$ cat src/rtl/mux_pkg.sv
// Shared constants, FSM state type and width helper for the mux_scan block.
package mux_pkg;

  localparam logic MODE_MANUAL = 1'b0;
  localparam logic MODE_SCAN   = 1'b1;

  typedef enum logic {StHold, StStep} scan_state_e;

  function automatic int unsigned clog2(input int unsigned n);
    int unsigned r;
    r = 0;
    while ((64'd1 << r) < 64'(n)) r++;
    return r;
  endfunction

endpackage

$ cat src/rtl/mux_scan_if.sv
// Channel inputs, controls and registered results of mux_scan, grouped as one bundle.
interface mux_scan_if
  import mux_pkg::*;
#(
  parameter int unsigned N_IN = 8,
  parameter int unsigned W    = 4,
  parameter int unsigned DW   = 8
);
  localparam int unsigned SW = (clog2(N_IN) < 1) ? 1 : clog2(N_IN);

  logic [N_IN-1:0][W-1:0] I;
  logic                   en;
  logic                   mode;
  logic [SW-1:0]          s;
  logic [DW-1:0]          dwell;
  logic [W-1:0]           q;
  logic                   q_valid;
  logic [SW-1:0]          sel_cur;
  logic                   wrap;
  logic                   sel_err;

  modport master (
    output I, en, mode, s, dwell,
    input  q, q_valid, sel_cur, wrap, sel_err
  );

  modport slave (
    input  I, en, mode, s, dwell,
    output q, q_valid, sel_cur, wrap, sel_err
  );

endinterface

$ cat src/rtl/mux_nx1.sv
// Combinational N-to-1 channel selector; out-of-range index yields zero.
module mux_nx1
  import mux_pkg::*;
#(
  parameter int unsigned N_IN = 8,
  parameter int unsigned W    = 4,
  localparam int unsigned SW  = (clog2(N_IN) < 1) ? 1 : clog2(N_IN)
) (
  input  logic [N_IN-1:0][W-1:0] data_i,
  input  logic [SW-1:0]          sel_i,
  output logic [W-1:0]           data_o
);

  always_comb begin
    data_o = '0;
    if (32'(sel_i) < N_IN) data_o = data_i[sel_i];
  end

endmodule

$ cat src/rtl/mux_scan.sv
// Registered channel multiplexer with manual select and dwell-timed auto-scan.
module mux_scan
  import mux_pkg::*;
#(
  parameter int unsigned N_IN = 8,
  parameter int unsigned W    = 4,
  parameter int unsigned DW   = 8
) (
  input  logic       clk,
  input  logic       reset,
  mux_scan_if.slave  bus
);

  localparam int unsigned SW = (clog2(N_IN) < 1) ? 1 : clog2(N_IN);

  scan_state_e   state_q, state_d, cur_state;
  logic [SW-1:0] ch_q, ch_d, cur_ch;
  logic [DW-1:0] dc_q, dc_d, cur_dc;
  logic          mode_q, mode_d;
  logic [W-1:0]  q_q, q_d;
  logic [SW-1:0] sel_q, sel_d, mux_sel;
  logic          valid_q, valid_d;
  logic          wrap_q, wrap_d;
  logic          err_q, err_d;
  logic [W-1:0]  mux_data;
  logic          entry;

  mux_nx1 #(
    .N_IN (N_IN),
    .W    (W)
  ) u_mux (
    .data_i (bus.I),
    .sel_i  (mux_sel),
    .data_o (mux_data)
  );

  // A scan entry restarts from channel 0 and is evaluated as a HOLD cycle on that same edge.
  always_comb begin
    entry     = (bus.mode == MODE_SCAN) && (mode_q == MODE_MANUAL);
    cur_state = entry ? StHold : state_q;
    cur_ch    = entry ? '0 : ch_q;
    cur_dc    = entry ? '0 : dc_q;
    mux_sel   = (bus.mode == MODE_SCAN) ? cur_ch : bus.s;
  end

  always_comb begin
    state_d = state_q;
    ch_d    = ch_q;
    dc_d    = dc_q;
    mode_d  = mode_q;
    q_d     = q_q;
    sel_d   = sel_q;
    valid_d = 1'b0;
    wrap_d  = 1'b0;
    err_d   = 1'b0;
    if (bus.en) begin
      q_d     = mux_data;
      sel_d   = mux_sel;
      valid_d = 1'b1;
      mode_d  = bus.mode;
      if (bus.mode == MODE_SCAN) begin
        ch_d = cur_ch;
        unique case (cur_state)
          StHold: begin
            if (cur_dc < bus.dwell) begin
              dc_d    = cur_dc + 1'b1;
              state_d = StHold;
            end else begin
              dc_d    = cur_dc;
              state_d = StStep;
            end
          end
          StStep: begin
            dc_d    = '0;
            state_d = StHold;
            if (32'(cur_ch) == N_IN - 1) begin
              ch_d   = '0;
              wrap_d = 1'b1;
            end else begin
              ch_d = cur_ch + 1'b1;
            end
          end
          default: state_d = StHold;
        endcase
      end else begin
        // Leaving scan drops the position so the next entry starts clean.
        state_d = StHold;
        ch_d    = '0;
        dc_d    = '0;
        err_d   = (32'(bus.s) >= N_IN);
      end
    end
  end

  always_ff @(posedge clk or posedge reset) begin
    if (reset) begin
      state_q <= StHold;
      ch_q    <= '0;
      dc_q    <= '0;
      mode_q  <= MODE_MANUAL;
      q_q     <= '0;
      sel_q   <= '0;
      valid_q <= 1'b0;
      wrap_q  <= 1'b0;
      err_q   <= 1'b0;
    end else begin
      state_q <= state_d;
      ch_q    <= ch_d;
      dc_q    <= dc_d;
      mode_q  <= mode_d;
      q_q     <= q_d;
      sel_q   <= sel_d;
      valid_q <= valid_d;
      wrap_q  <= wrap_d;
      err_q   <= err_d;
    end
  end

  assign bus.q       = q_q;
  assign bus.sel_cur = sel_q;
  assign bus.q_valid = valid_q;
  assign bus.wrap    = wrap_q;
  assign bus.sel_err = err_q;

endmodule

$ cat src/flat_wrapper.sv
// flat-port wrapper written by rule: the top's interface ports become plain ports
module mux_scan_flat import mux_pkg::*;
#(
  parameter int unsigned N_IN = 8,
  parameter int unsigned W    = 4,
  parameter int unsigned DW   = 8
)
  (clk, reset, bus_I, bus_en, bus_mode, bus_s, bus_dwell, bus_q, bus_q_valid, bus_sel_cur, bus_wrap, bus_sel_err);
  mux_scan_if #(.N_IN(N_IN), .W(W), .DW(DW)) bus_i ();
  input  logic clk;
  input  logic reset;
  input wire logic [$bits(bus_i.I)-1:0] bus_I;
  input wire logic [$bits(bus_i.en)-1:0] bus_en;
  input wire logic [$bits(bus_i.mode)-1:0] bus_mode;
  input wire logic [$bits(bus_i.s)-1:0] bus_s;
  input wire logic [$bits(bus_i.dwell)-1:0] bus_dwell;
  output wire logic [$bits(bus_i.q)-1:0] bus_q;
  output wire logic [$bits(bus_i.q_valid)-1:0] bus_q_valid;
  output wire logic [$bits(bus_i.sel_cur)-1:0] bus_sel_cur;
  output wire logic [$bits(bus_i.wrap)-1:0] bus_wrap;
  output wire logic [$bits(bus_i.sel_err)-1:0] bus_sel_err;
  assign bus_i.I = bus_I;
  assign bus_i.en = bus_en;
  assign bus_i.mode = bus_mode;
  assign bus_i.s = bus_s;
  assign bus_i.dwell = bus_dwell;
  assign bus_q = bus_i.q;
  assign bus_q_valid = bus_i.q_valid;
  assign bus_sel_cur = bus_i.sel_cur;
  assign bus_wrap = bus_i.wrap;
  assign bus_sel_err = bus_i.sel_err;
  mux_scan #(.N_IN(N_IN), .W(W), .DW(DW)) u_core (.clk(clk), .reset(reset), .bus(bus_i));
endmodule
$ cat config.mk
export PLATFORM = sky130hd
export DESIGN_NAME = mux_scan_flat
export DESIGN_NICKNAME = d
export VERILOG_FILES = /design/src/rtl/mux_pkg.sv /design/src/rtl/mux_scan_if.sv /design/src/rtl/mux_nx1.sv /design/src/rtl/mux_scan.sv /design/src/flat_wrapper.sv
export SDC_FILE = /design/constraint.sdc
export NUM_CORES = 1
export LEC_CHECK = 0
export CAP_MARGIN = 40
export CORE_ASPECT_RATIO = 1.75
export CORE_UTILIZATION = 45
export DETAILED_ROUTE_END_ITERATION = 8
export GPL_TIMING_DRIVEN = 0
export PLACE_DENSITY = 0.8
export SLEW_MARGIN = 20
export SYNTH_ARGS = -nofsm -noshare
export SYNTH_HDL_FRONTEND = slang
export SYNTH_SLANG_ARGS = --single-unit
$ cat constraint.sdc
create_clock -name clk -period 2.9 [get_ports clk]
set_clock_uncertainty 0.1 [all_clocks]
set_input_delay 0.29 -clock clk [delete_from_list [all_inputs] [get_ports clk]]
set_output_delay 0.29 -clock clk [all_outputs]
set_load 0.03 [all_outputs]
==> impl_metrics.tcl <==
set metrics [dict create \
    finish.utilization_pct 69.0 \
    ioPinCount 57 \
    multi_input_area_sq_um 971 \
    n_diodes 0 \
    placedInstanceArea_sq_mm 0.00224 \
    place.detailed.hpwl_mm 3.20 \
    clk-insertion-delay-late_ns 0.26 \
    synth_seq_area_share_pct 34.1 \
    drt_first_pass_iters 4 \
    power-per-cell-area_mw_per_mm2 329 \
    grt_setup_unrepaired "no" \
    drive_above_1_share_pct 10.1 \
    antenna_violating_nets_post_route 0 \
    clk_root_buffer_cell "sky130_fd_sc_hd__clkbuf_8" \
    postSynthRegisterBits 22 \
    design.core.area_sq_mm 0.00340 \
    prevailing_post_synth_register_cell "sky130_fd_sc_hd__dfrtp_1" \
    globalplace.congestion 0.797 \
    final_report_setup_violation_count 0 \
    post_drt_wl_per_cell_um 13.9 \
    syn-instance-count 182 \
    slew_headroom_pct 54.0 \
    final_min_period_over_clock_period_pct 95.7 \
    dr_total_vias 1606 \
    detailed_route_wire_length_mm 4.06 \
    fmax_mhz 360 \
    nNetsFinal 306 \
    place.port_buffers 55 \
    postLayoutSetupSlackWorst_ns 0.123 \
    cp_max_fo 8 \
    dp_worst_setup_slack_ns -0.286 \
    vias_per_cell 5.50 \
    worstSetupStartpointType "flip-flop" \
    cts_made_buffers 3 \
    grt_pass1_vias 1557 \
    drc 0 \
    end_kind "flip-flop" \
    clock_sink_count 22 \
    path_clk_slew_ns 0.08 \
    synth-edff-count 0 \
    drt_first_iter_violations 24 \
    tritoncts_clock_tree "done" \
    yosysWarningCount 0 \
    holdCritPathClass "input pin to asynchronous set/reset pin" \
    die_area_sq_mm 0.00385 \
    grt_first_pass_wirelength_mm 6.18 \
    ys_types 37 \
    ff_latch_area_sq_um 551 \
    post_route_cell_area_sq_mm 0.00234 \
    fp-row-count 28 \
    maxSlewViolCount 0 \
    worst_pin_slew_ns 0.687 \
    starting_density_of_the_core_pct 47.6 \
    die_x_um 47.3 \
    post_synthesis_average_cell_area_sq_um 8.88 \
    status "finished, final reports clean" \
    layout_min_cycle_time_ns 2.78 \
    timing.max_cap.violations 0 \
    wp_data_arrival_ns 2.88 \
    postSynthNetCount 239 \
    ir_worst_vdd_v 0.000297 \
    worstSetupPathType "flip-flop to flip-flop" \
    die_height_um 81.3 \
    grt.total_usage_pct 22.0 \
    grt_antenna_before_repair 0 \
    syn_area_sq_mm 0.00162 \
    grt_remaining_overflow 0 \
    cp.required_ns 3.01 \
    area_growth_syn_to_fin_pct 45.0 \
    finalHoldViolations 0 \
    finalSetupTns_ns 0 \
    max-clock-path-buffers 2 \
    synth-async-reset-ratio_pct 100 \
    cts_max_level 1 \
    grt_max_degree 15 \
    nFillCells 291 \
    power_leakage_nw 1.12 \
]
-- layout by cell type (no fill, tap or decap), drive strengths merged, types with 2 or more instances in the layout --
cell / netlist / final
o21ai: 10 / 10
nand3: 7 / 7
and2: 10 / 10
a221o: 4 / 4
o211a: 4 / 4
nor2b: 9 / 9
nor2: 10 / 10
nand2b: 2 / 2
buf: 5 / 10
a211oi: 5 / 5
mux2: 5 / 5
inv: 15 / 15
a31oi: 4 / 4
nand4: 2 / 2
clkbuf: 5 / 9
a22o: 3 / 3
a21oi: 14 / 14
and3b: 2 / 2
dfrtp: 22 / 22
a41oi: 2 / 2
nand2: 14 / 14
and3: 2 / 2
ha: 10 / 10
mux2i: 8 / 8
clkdlybuf4s50: 0 / 54
-- cell usage after synthesis (5+ instances only) --
cell type / number / share of area (%)
sky130_fd_sc_hd__nand2_1: 14 / 3.3
sky130_fd_sc_hd__and2_1: 10 / 3.9
sky130_fd_sc_hd__nor2_1: 10 / 2.3
sky130_fd_sc_hd__nor2b_1: 9 / 3.5
sky130_fd_sc_hd__ha_1: 10 / 7.7
sky130_fd_sc_hd__inv_1: 15 / 3.5
sky130_fd_sc_hd__clkbuf_1: 5 / 1.2
sky130_fd_sc_hd__o21ai_0: 10 / 3.1
sky130_fd_sc_hd__mux2i_1: 8 / 5.0
sky130_fd_sc_hd__nand3_1: 6 / 1.9
sky130_fd_sc_hd__a21oi_1: 14 / 4.3
sky130_fd_sc_hd__dfrtp_1: 22 / 34
sky130_fd_sc_hd__mux2_2: 5 / 3.5
-- cells by family after synthesis --
logic type	after synthesis	share of synthesized area, %
simple gates	59	19.7
compound gates	52	22.5
buf+inv	25	7.27
flops	22	34.1
mux	13	8.44
fa+ha+maj	10	7.74
other cells	1	0.232
-- routing by layer --
layer  track usage [%]  share of wire (%)  up-vias
li1                  -                  -      791
met1              20.9                 36      752
met2              42.7                 58       58
met3              2.89                4.3        5
met4              9.14                1.1        0
met5                 0                  0        -
-- worst max-delay path, cell delays in order (launching register included) --
cell	delay, ns
sky130_fd_sc_hd__dfrtp_1	0.38
sky130_fd_sc_hd__buf_6	0.13
sky130_fd_sc_hd__nand2b_4	0.16
sky130_fd_sc_hd__and2_4	0.16
sky130_fd_sc_hd__ha_4	0.21
sky130_fd_sc_hd__nor2b_1	0.12
sky130_fd_sc_hd__a311o_1	0.29
sky130_fd_sc_hd__a211oi_2	0.30
sky130_fd_sc_hd__buf_4	0.19
sky130_fd_sc_hd__nand3_4	0.08
sky130_fd_sc_hd__or4_1	0.53
sky130_fd_sc_hd__nand2_1	0.07
-- report_power, final --
group / switching (W) / total [W] / internal, W
combinational: 0.000111 / 0.000244 / 0.000132
sequential: 0.0000116 / 0.000336 / 0.000325
clock: 0.0000973 / 0.000190 / 0.0000928
-- flip-flops by register name (all words and copies together), names as in the netlist --
signal              count
u_core.dc_q             8
u_core.ch_q             3
u_core.bus.q            4
u_core.bus.q_valid      1
u_core.bus.sel_cur      3
u_core.mode_q           1
u_core.state_q          1
u_core.bus.wrap         1
-- repair_timing --
item	CTS	global route
hold buffers	0	0
setup endpoints to repair	1	2
gates cloned	0	1
pin swaps	0	5
buffers inserted	0	6
resized for setup	1	3
endpoints found under the hold margin	0	0
-- area by class of cell --
cell class,count,area share [%]
multi-input combinational,135,41.4
timing repair buffer,63,26.4
sequential,22,23.5
inverter,15,2.40
tap,45,2.40
buffer,9,2.14
clock buffer,3,1.76
-- path summary, 6_finish.rpt --
check                          startpoint                     to  slack [ns]  depth (start not counted)
max                         u_core.mode_q         u_core.dc_q[4]        0.12                         11
min                                 reset  u_core.bus.sel_cur[1]        0.19                          2
max reg2reg                 u_core.mode_q         u_core.dc_q[4]        0.12                         11
min reg2reg                u_core.dc_q[5]         u_core.dc_q[5]        0.40                          1
max in group asynchronous           reset         u_core.dc_q[6]        2.09                          3
min in group clk           u_core.dc_q[5]         u_core.dc_q[5]        0.40                          1
-- metrics by stage --
stage | power (W) | hold slack (ns) | instances
floorplan | 0.000466 | 0.179 | 182
global placement | 0.000575 | 0.379 | 282
detailed placement | 0.000581 | 0.391 | 283
CTS | 0.000767 | 0.207 | 286
global route | 0.000805 | 0.225 | 292
finish | 0.000770 | 0.191 | 292
Note: power is estimated with default switching activity, not from simulation.
